===== src/rtl/au_neg_pipe.sv =====
// Purpose : pipelined conditional 2's complementer (pass / negate / abs / neg-abs) with overflow flag and optional saturation.
// Latency : STAGES cycles from the cycle a beat is presented to the cycle it appears on z; 1 beat/cycle sustained.
// Backpr. : valid/ready stream; empty slots collapse bubbles, and in_ready is combinational from out_ready.
//
// Ports:
//   clk, rst_n           clock (rising edge), asynchronous active-low reset
//   in_valid / in_ready  input handshake; a (WIDTH, 2's complement) and mode (2b) qualify with in_valid
//   out_valid / out_ready output handshake; z (WIDTH) result, ovf = result not representable
//   mode: 00 pass, 01 negate, 10 abs, 11 -|a|
module au_neg_pipe #(
  parameter int WIDTH  = 8,
  parameter int STAGES = 2,
  parameter int SAT    = 0
) (
  input  logic             clk,
  input  logic             rst_n,
  input  logic             in_valid,
  output logic             in_ready,
  input  logic [WIDTH-1:0] a,
  input  logic [1:0]       mode,
  output logic             out_valid,
  input  logic             out_ready,
  output logic [WIDTH-1:0] z,
  output logic             ovf
);

  generate
    if (WIDTH < 1 || STAGES < 1 || STAGES > 4 || (SAT != 0 && SAT != 1)) begin : g_param_err
      $fatal(1, "au_neg_pipe: illegal parameters WIDTH=%0d STAGES=%0d SAT=%0d", WIDTH, STAGES, SAT);
    end
  endgenerate

  localparam logic [WIDTH-1:0] ONE      = WIDTH'(1);
  localparam logic [WIDTH-1:0] MOST_NEG = ONE << (WIDTH - 1);
  localparam logic [WIDTH-1:0] MAX_POS  = ~MOST_NEG;

  // ---------------------------------------------------------------
  // Slot-0 arithmetic: a single inv+1 negator shared by all modes.
  // ---------------------------------------------------------------
  logic             msb;
  logic             neg_en;
  logic [WIDTH-1:0] a_neg;
  logic [WIDTH-1:0] r;
  logic             ovf_new;
  logic [WIDTH-1:0] z_new;

  always_comb begin
    msb    = a[WIDTH-1];
    neg_en = 1'b0;
    case (mode)
      2'b01:   neg_en = 1'b1;
      2'b10:   neg_en = msb;
      2'b11:   neg_en = ~msb;
      default: neg_en = 1'b0;
    endcase
    a_neg   = (~a) + ONE;
    r       = neg_en ? a_neg : a;
    // Only negating the most negative value leaves the range; -|M| = M is fine.
    ovf_new = neg_en & (a == MOST_NEG);
    z_new   = ((SAT != 0) && ovf_new) ? MAX_POS : r;
  end

  // ---------------------------------------------------------------
  // Slot pipeline
  // ---------------------------------------------------------------
  logic [STAGES-1:0] v_q, v_d;
  logic [STAGES-1:0] ovf_q, ovf_d;
  logic [WIDTH-1:0]  z_q [STAGES];
  logic [WIDTH-1:0]  z_d [STAGES];
  logic [STAGES-1:0] ld;      // slot may take new content this cycle
  logic              chain;

  always_comb begin
    // A slot can load when it is empty or its current beat moves on.
    // Walking from the output back gives the bubble-collapsing ready chain.
    ld    = '0;
    chain = out_ready | ~v_q[STAGES-1];
    ld[STAGES-1] = chain;
    for (int k = STAGES - 2; k >= 0; k--) begin
      chain = ~v_q[k] | chain;
      ld[k] = chain;
    end

    v_d   = v_q;
    ovf_d = ovf_q;
    z_d   = z_q;

    if (ld[0]) begin
      v_d[0] = in_valid;
      if (in_valid) begin
        z_d[0]   = z_new;
        ovf_d[0] = ovf_new;
      end
    end

    for (int k = 1; k < STAGES; k++) begin
      if (ld[k]) begin
        v_d[k] = v_q[k-1];
        // Data only moves with a valid beat, so idle slots keep quiet.
        if (v_q[k-1]) begin
          z_d[k]   = z_q[k-1];
          ovf_d[k] = ovf_q[k-1];
        end
      end
    end
  end

  always_ff @(posedge clk or negedge rst_n) begin
    if (!rst_n) begin
      v_q   <= '0;
      ovf_q <= '0;
      z_q   <= '{default: '0};
    end else begin
      v_q   <= v_d;
      ovf_q <= ovf_d;
      z_q   <= z_d;
    end
  end

  assign in_ready  = ld[0];
  assign out_valid = v_q[STAGES-1];
  assign z         = z_q[STAGES-1];
  assign ovf       = ovf_q[STAGES-1];

endmodule


===== config.mk =====
export PLATFORM = sky130hd
export DESIGN_NAME = au_neg_pipe
export DESIGN_NICKNAME = d
export VERILOG_FILES = /design/src/rtl/au_neg_pipe.sv
export SDC_FILE = /design/constraint.sdc
export NUM_CORES = 1
export LEC_CHECK = 0
export CAP_MARGIN = 40
export CELL_PAD_IN_SITES_DETAIL_PLACEMENT = 1
export CELL_PAD_IN_SITES_GLOBAL_PLACEMENT = 1
export CORE_ASPECT_RATIO = 0.7
export CORE_MARGIN = 1.5
export CORE_UTILIZATION = 34
export CTS_BUF_LIST = sky130_fd_sc_hd__clkbuf_2 sky130_fd_sc_hd__clkbuf_4 sky130_fd_sc_hd__clkbuf_8
export DETAILED_ROUTE_END_ITERATION = 10
export PLACE_DENSITY_LB_ADDON = 0.1
export RECOVER_POWER = 25
export SLEW_MARGIN = 25
export SYNTH_ARGS = -nofsm -noshare
export SYNTH_HDL_FRONTEND = slang
export SYNTH_SLANG_ARGS = --single-unit

===== constraint.sdc =====
create_clock -name clk -period 1.2 [get_ports clk]
set_input_delay 0.24 -clock clk [delete_from_list [all_inputs] [get_ports clk]]
set_output_delay 0.24 -clock clk [all_outputs]
set_load 0.02 [all_outputs]

==> results of run 1 <==
==> repair_timing <==
| item | in CTS | in global routing |
|---|---|---|
| pin swaps | 8 | 6 |
| setup buffers | 4 | 0 |
| hold buffers | 0 | 0 |
| endpoints found under the setup margin | 29 | 26 |
| resized for setup | 70 | 16 |
==> state kept, by name (all words and copies together), names as in the netlist <==
name and count:
ovf_q 2, v_q 2, z 8, z_q 8
==> cells by family after synthesis <==
kind of cell | synth area share
AOI/OAI and AO/OA | 0.1032
muxes | 0.1148
DFF | 0.5161
and+or+nand+nor | 0.1213
xor gates and xnor gates | 0.05419
buffers and inverters | 0.07743
adders and majority gates | 0.01290
==> power breakdown <==
group / internal, mW / leakage, nW / switching, mW / total (mW)
combinational: 0.269 / 0.398 / 0.302 / 0.570
sequential: 0.803 / 0.245 / 0.0710 / 0.874
clock: 0.446 / 0.0357 / 0.246 / 0.692
total: 1.52 / 0.679 / 0.619 / 2.14
==> metal layers <==
metal  up-vias  share of wire
li1        358              -
met1       344           0.43
met2        20           0.50
met3         7          0.053
met4         0          0.022
met5         -              0
==> worst paths after layout <==
check	to	cells after the start	startpoint
min	ovf_q[0]$_DFFE_PN0P_	4	a[3]
max	ovf_q[0]$_DFFE_PN0P_	4	a[3]
max in group asynchronous	v_q[1]$_DFFE_PN0P_	2	rst_n
min in group asynchronous	ovf_q[1]$_DFFE_PN0P_	2	rst_n
min reg2reg	z_q[10]$_DFFE_PN0P_	2	z_q[10]$_DFFE_PN0P_
max reg2reg	z[7]$_DFFE_PN0P_	4	v_q[1]$_DFFE_PN0P_
==> per-stage QoR <==
stage / std cells / hold slack, ns / setup TNS [ns] / instance area, sq um
floorplan: 87 / -0.05559 / -0.8348 / 988.4
global placement: 147 / 0.4655 / -8.255 / 1303
detailed placement: 147 / 0.4715 / -9.306 / 1303
CTS: 155 / 0.3057 / -0.5350 / 1466
global route: 155 / 0.3635 / -0.1099 / 1455
finish: 155 / 0.3500 / -0.02382 / 1455
==> cells in the final DEF, fill, tap and decap left out, types with 3 or more instances in the layout <==
master           netlist  routed
o21ai_0                9       6
dfrtp_1               20      19
clkdlybuf4s15_1        0       3
nand2_1               11       9
dlygate4sd2_1          0       4
buf_6                  0       4
buf_4                  8      15
clkbuf_2               0       9
xor2_1                 6       6
mux2_2                 9       9
clkbuf_8               0       3
o22ai_2                0       3
==> tightest hold or removal path: cells and delay by family <==
family                 cells  cell delay, ns
buffers and inverters      1            0.07
AOI/OAI and AO/OA          1            0.05
and+or+nand+nor            2            0.22
==> final cells by class <==
class                   instances  share of cell area
multi-input cells              55              0.3543
flip-flops and latches         20              0.3448
repair buffers                 40              0.2175
well taps                      34             0.02923
clock buffers                   3             0.02837
clock inverters                 1             0.02064
inverters                       2            0.005159
==> metrics.yaml, run 1 <==
grt:
  antenna_found_initial: 0
  grt_pass1_wl_mm: 3.739
  first_global_vias: 782
  gr-usage-met1: 0.1873
  grt_max_degree: 21
  grt_busiest_layer: "met2"
  grt_use_met3: 0.05176
  grt_overflow_total: 0
  track_usage: 0.1705
  grtUsageMet2: 0.3220
clock_tree:
  cts.path.max_buffers: 2
  worstSkewPairLatency_ns: 0.27
  cts-root-buf: "clkbuf_8"
  htreeDepth: 1
  cts.sinks: 20
  cts_tree: "yes"
  cts.clk_slew.worst_paths_ns: 0.07
  cts_made_buffers: 3
critical_path:
  critPathArrivalTime_ns: 1.40
  r2r_slack_ns: 0.03
  slowest_stage: "or4b_4"
  crit_type: "primary input to register"
  required_ns: 1.38
  worstPathCellList: "buf_6 > or3_4 > or4b_4 > o31ai_2"
  path_max_fanout: 2
  cp_num_buf_inv: 1
  endpoint_kind: "register"
  cp_slowest_stage_delay_ns: 0.52
  cp-start-kind: "primary input"
  crit_family: "simple AND/OR/NAND/NOR gates"
logic_synthesis:
  synth_area_leaders: "dfrtp_1, mux2_2, buf_4"
  synth_top_area_frac: 0.5161
  avgSynthCellArea_sq_um: 11.15
  synth.largest_area_cell: "dfrtp_1"
  synthFlopType: "dfrtp_1"
  ys_warn_count: 0
  synthTopCellsByCount: "dfrtp_1, nand2_1, mux2_2, o21ai_0, buf_4"
  ys_ff_latch: 20
  netlist-cell-type-count: 22
  synth_area_sq_um: 969.7
  synth_most_common_cell: "dfrtp_1"
  synth_cells: 87
  async_flop_share: 1.000
  syn-num-nets: 102
  synth_edf_count: 0
  yosysSeqAreaShare: 0.5161
status:
  outcome: "complete, but fails checks"
  violations: "negative setup slack"
power:
  ir_drop_v: 0.0007589
  power.density_mw_per_mm2: 1468
  power_mw: 2.137
  power_leakage_nw: 0.6787
layout:
  layout-drive-gt1-share: 0.5207
  seq_area_sq_um: 501.7
  fill_cells: 277
  final_util: 0.5618
  antenna_cells: 0
  multiInputGateArea_sq_um: 515.5
  area_growth_pct: 50.06
  nets: 137
route:
  drt_first_pass_iters: 4
  ant_nets: 0
  drc: 0
  avgViaCountPerCell: 4.703
  vias: 729
  wire_per_inst_um: 15.26
  wl_mm: 2.366
  first_iter_violations: 17
sta:
  setup_viol: 1
  tightest_slew_ns: 0.4913
  fin_skew_ns: 0.007850
  drv_slew: 0
  fin_ws_ns: -0.02382
  max_freq_mhz: 817.1
  hold_viol: 0
  period_share: 1.020
  period_needed_ns: 1.224
  rsz0062_at_grt: "true"
  slew_headroom: 0.6725
floorplan:
  fp.dieW_um: 66.83
  start_util: 0.3744
  pin_count: 25
  die_h_um: 47.68
  std_cell_rows: 15
  dieArea_sq_mm: 0.003186
  core_sq_mm: 0.002590
placement:
  port_buffers: 24
  dp_hpwl_mm: 1.595
  place_ws_ns: -0.6611
  place_congestion: 0.7473
min_path:
  hp-class: "primary input to register"
job:
  maxCapViolCount: 0
Note: power is estimated with default switching activity, not from simulation.
==> run 2: changes to the inputs <==
CORE_UTILIZATION = 35   (was 34)
clock period = 1.35 ns   (was 1.2 ns; I/O delays follow)
==> run 2 against run 1 <==
- critical path depth up 2
- setup slack improved by 0.060 ns
- clock power down 13%
- final area rose by 0.86%
- routed wire length is 3.6% lower
- via count increased by 4.1%
- largest cell class is now sequential cells
- largest power group unchanged
- the flow now finishes without violations
- first-iteration DRC count grew 59%
- critical path type unchanged
==> metrics.yaml, run 2 (synthesized netlist as in run 1, its figures left out) <==
job:
  maxCapViolCount: 0
floorplan:
  core_sq_mm: 0.002552
  die_h_um: 47.04
  dieArea_sq_mm: 0.003100
  pin_count: 25
  std_cell_rows: 15
  start_util: 0.3799
  fp.dieW_um: 65.91
critical_path:
  path_max_fanout: 2
  cp-start-kind: "primary input"
  crit_type: "primary input to register"
  worstPathCellList: "dlygate4sd2_1 > inv_2 > ha_4 > nand2b_4 > or4b_4 > o31ai_4"
  slowest_stage: "or4b_4"
  required_ns: 1.53
  r2r.worst_path.cells: 5
  endpoint_kind: "register"
  critPathArrivalTime_ns: 1.50
  cp_slowest_stage_delay_ns: 0.52
route:
  wire_per_inst_um: 14.62
  ant_nets: 0
  drc: 0
  first_iter_violations: 27
  drt_first_pass_iters: 2
  wl_mm: 2.281
  vias: 759
  avgViaCountPerCell: 4.865
clock_tree:
  hold_buffers: 0
  cts.path.max_buffers: 2
  cts-root-buf: "clkbuf_8"
  cts_tree: "yes"
  worstSkewPairLatency_ns: 0.26
  cts_made_buffers: 3
  cts.clk_slew.worst_paths_ns: 0.08
  htreeDepth: 1
  cts.sinks: 20
layout:
  antenna_cells: 0
  fill_cells: 272
  multiInputGateArea_sq_um: 493.0
  layout-drive-gt1-share: 0.4180
  layout_common_cells: "dfrtp_1, buf_4, dlygate4sd2_1"
  area_growth_pct: 51.36
  final_common_cell: "dfrtp_1"
  seq_area_sq_um: 500.5
  postLayoutCellArea_sq_mm: 0.001468
  nets: 138
  fin_cells: 156
grt:
  grtUsageMet2: 0.2525
  grt_overflow_total: 0
  track_usage: 0.1522
  grt_busiest_layer: "met2"
  first_global_vias: 754
  antenna_found_initial: 0
  gr-usage-met1: 0.2066
  grt_use_met3: 0.04317
  grt_pass1_wl_mm: 3.443
  grt_max_degree: 21
placement:
  place_congestion: 0.6865
  place_ws_ns: -0.5240
  dp_cells: 149
  dp_hpwl_mm: 1.582
  port_buffers: 24
  placed_cell_area_sq_mm: 0.001301
power:
  power.density_mw_per_mm2: 1290
  power_leakage_nw: 0.7010
  ir_drop_v: 0.0006231
sta:
  slew_headroom: 0.6607
  rsz0062_at_grt: "false"
  tightest_slew_ns: 0.5090
  setup_viol: 0
  period_needed_ns: 1.314
  drv_slew: 0
  fin_ws_ns: 0.03616
  period_share: 0.9732
  hold_viol: 0
  fin_skew_ns: 0.004371
  max_freq_mhz: 761.1
min_path:
  holdPathStages: 3
  hp-class: "primary input to register"
status:
  outcome: "finished clean"
run 2: cell count changes in the layout (fill, tap and decap cells not counted), sizes merged:
cell / delta
dlygate4sd2: +10
clkdlybuf4s15: -2
dlymetal6s2s: +1
buf: -1
clkbuf: -7
run 2: path summary, 6_finish.rpt:
kind,startpoint,to,slack [ns]
hold reg to reg,z_q[10]$_DFFE_PN0P_,z_q[10]$_DFFE_PN0P_,0.49
setup reg to reg,v_q[1]$_DFFE_PN0P_,z[4]$_DFFE_PN0P_,0.13
max in group asynchronous,rst_n,z_q[15]$_DFFE_PN0P_,0.48
hold / removal,out_ready,v_q[1]$_DFFE_PN0P_,0.33
min in group asynchronous,rst_n,ovf_q[0]$_DFFE_PN0P_,0.52
setup / recovery,a[0],ovf_q[0]$_DFFE_PN0P_,0.04
run 2: cell type report:
cell class | instances | share of cell area
well taps | 34 | 0.02899
multi-input cells | 55 | 0.3359
inverters | 2 | 0.005115
clock buffers | 3 | 0.02813
clock inverters | 1 | 0.02046
flip-flops and latches | 20 | 0.3410
repair buffers | 41 | 0.2404
run 2: routing by layer:
layer	vias to the layer above	share of wire
met4	0	0.0053
li1	366	-
met5	-	0
met1	371	0.45
met3	2	0.047
met2	20	0.50
run 2: per-stage QoR:
| step | power, mW | utilization | TNS (ns) | hold WS [ns] |
|---|---|---|---|---|
| 6_report | 1.893 | 0.5750 | 0 | 0.3250 |
| 2_1_floorplan | 1.128 | - | -0.02272 | -0.02559 |
| 3_3_place_gp | 1.301 | 0.5098 | -5.813 | 0.4629 |
| 4_1_cts | 1.873 | 0.5490 | 0 | 0.3805 |
| 5_1_grt | 1.984 | 0.5750 | 0 | 0.3545 |
| 3_5_place_dp | 1.320 | 0.5098 | -6.186 | 0.4716 |
run 2: where the power goes:
part	internal, mW	total (mW)	switching, mW
clock	0.396	0.605	0.209
combinational	0.252	0.519	0.267
sequential	0.713	0.769	0.0558
total	1.36	1.89	0.532
run 2: repair_timing:
action,in CTS,in global routing
resized for setup,43,14
pin swaps,5,7
setup buffers,2,1
setup endpoints to repair,19,10
run 2: critical path: cells and delay by family:
family          cells  cell delay, ns
buf+inv             2            0.33
simple gates        2            0.58
compound gates      1            0.17
fa+ha+maj           1            0.15
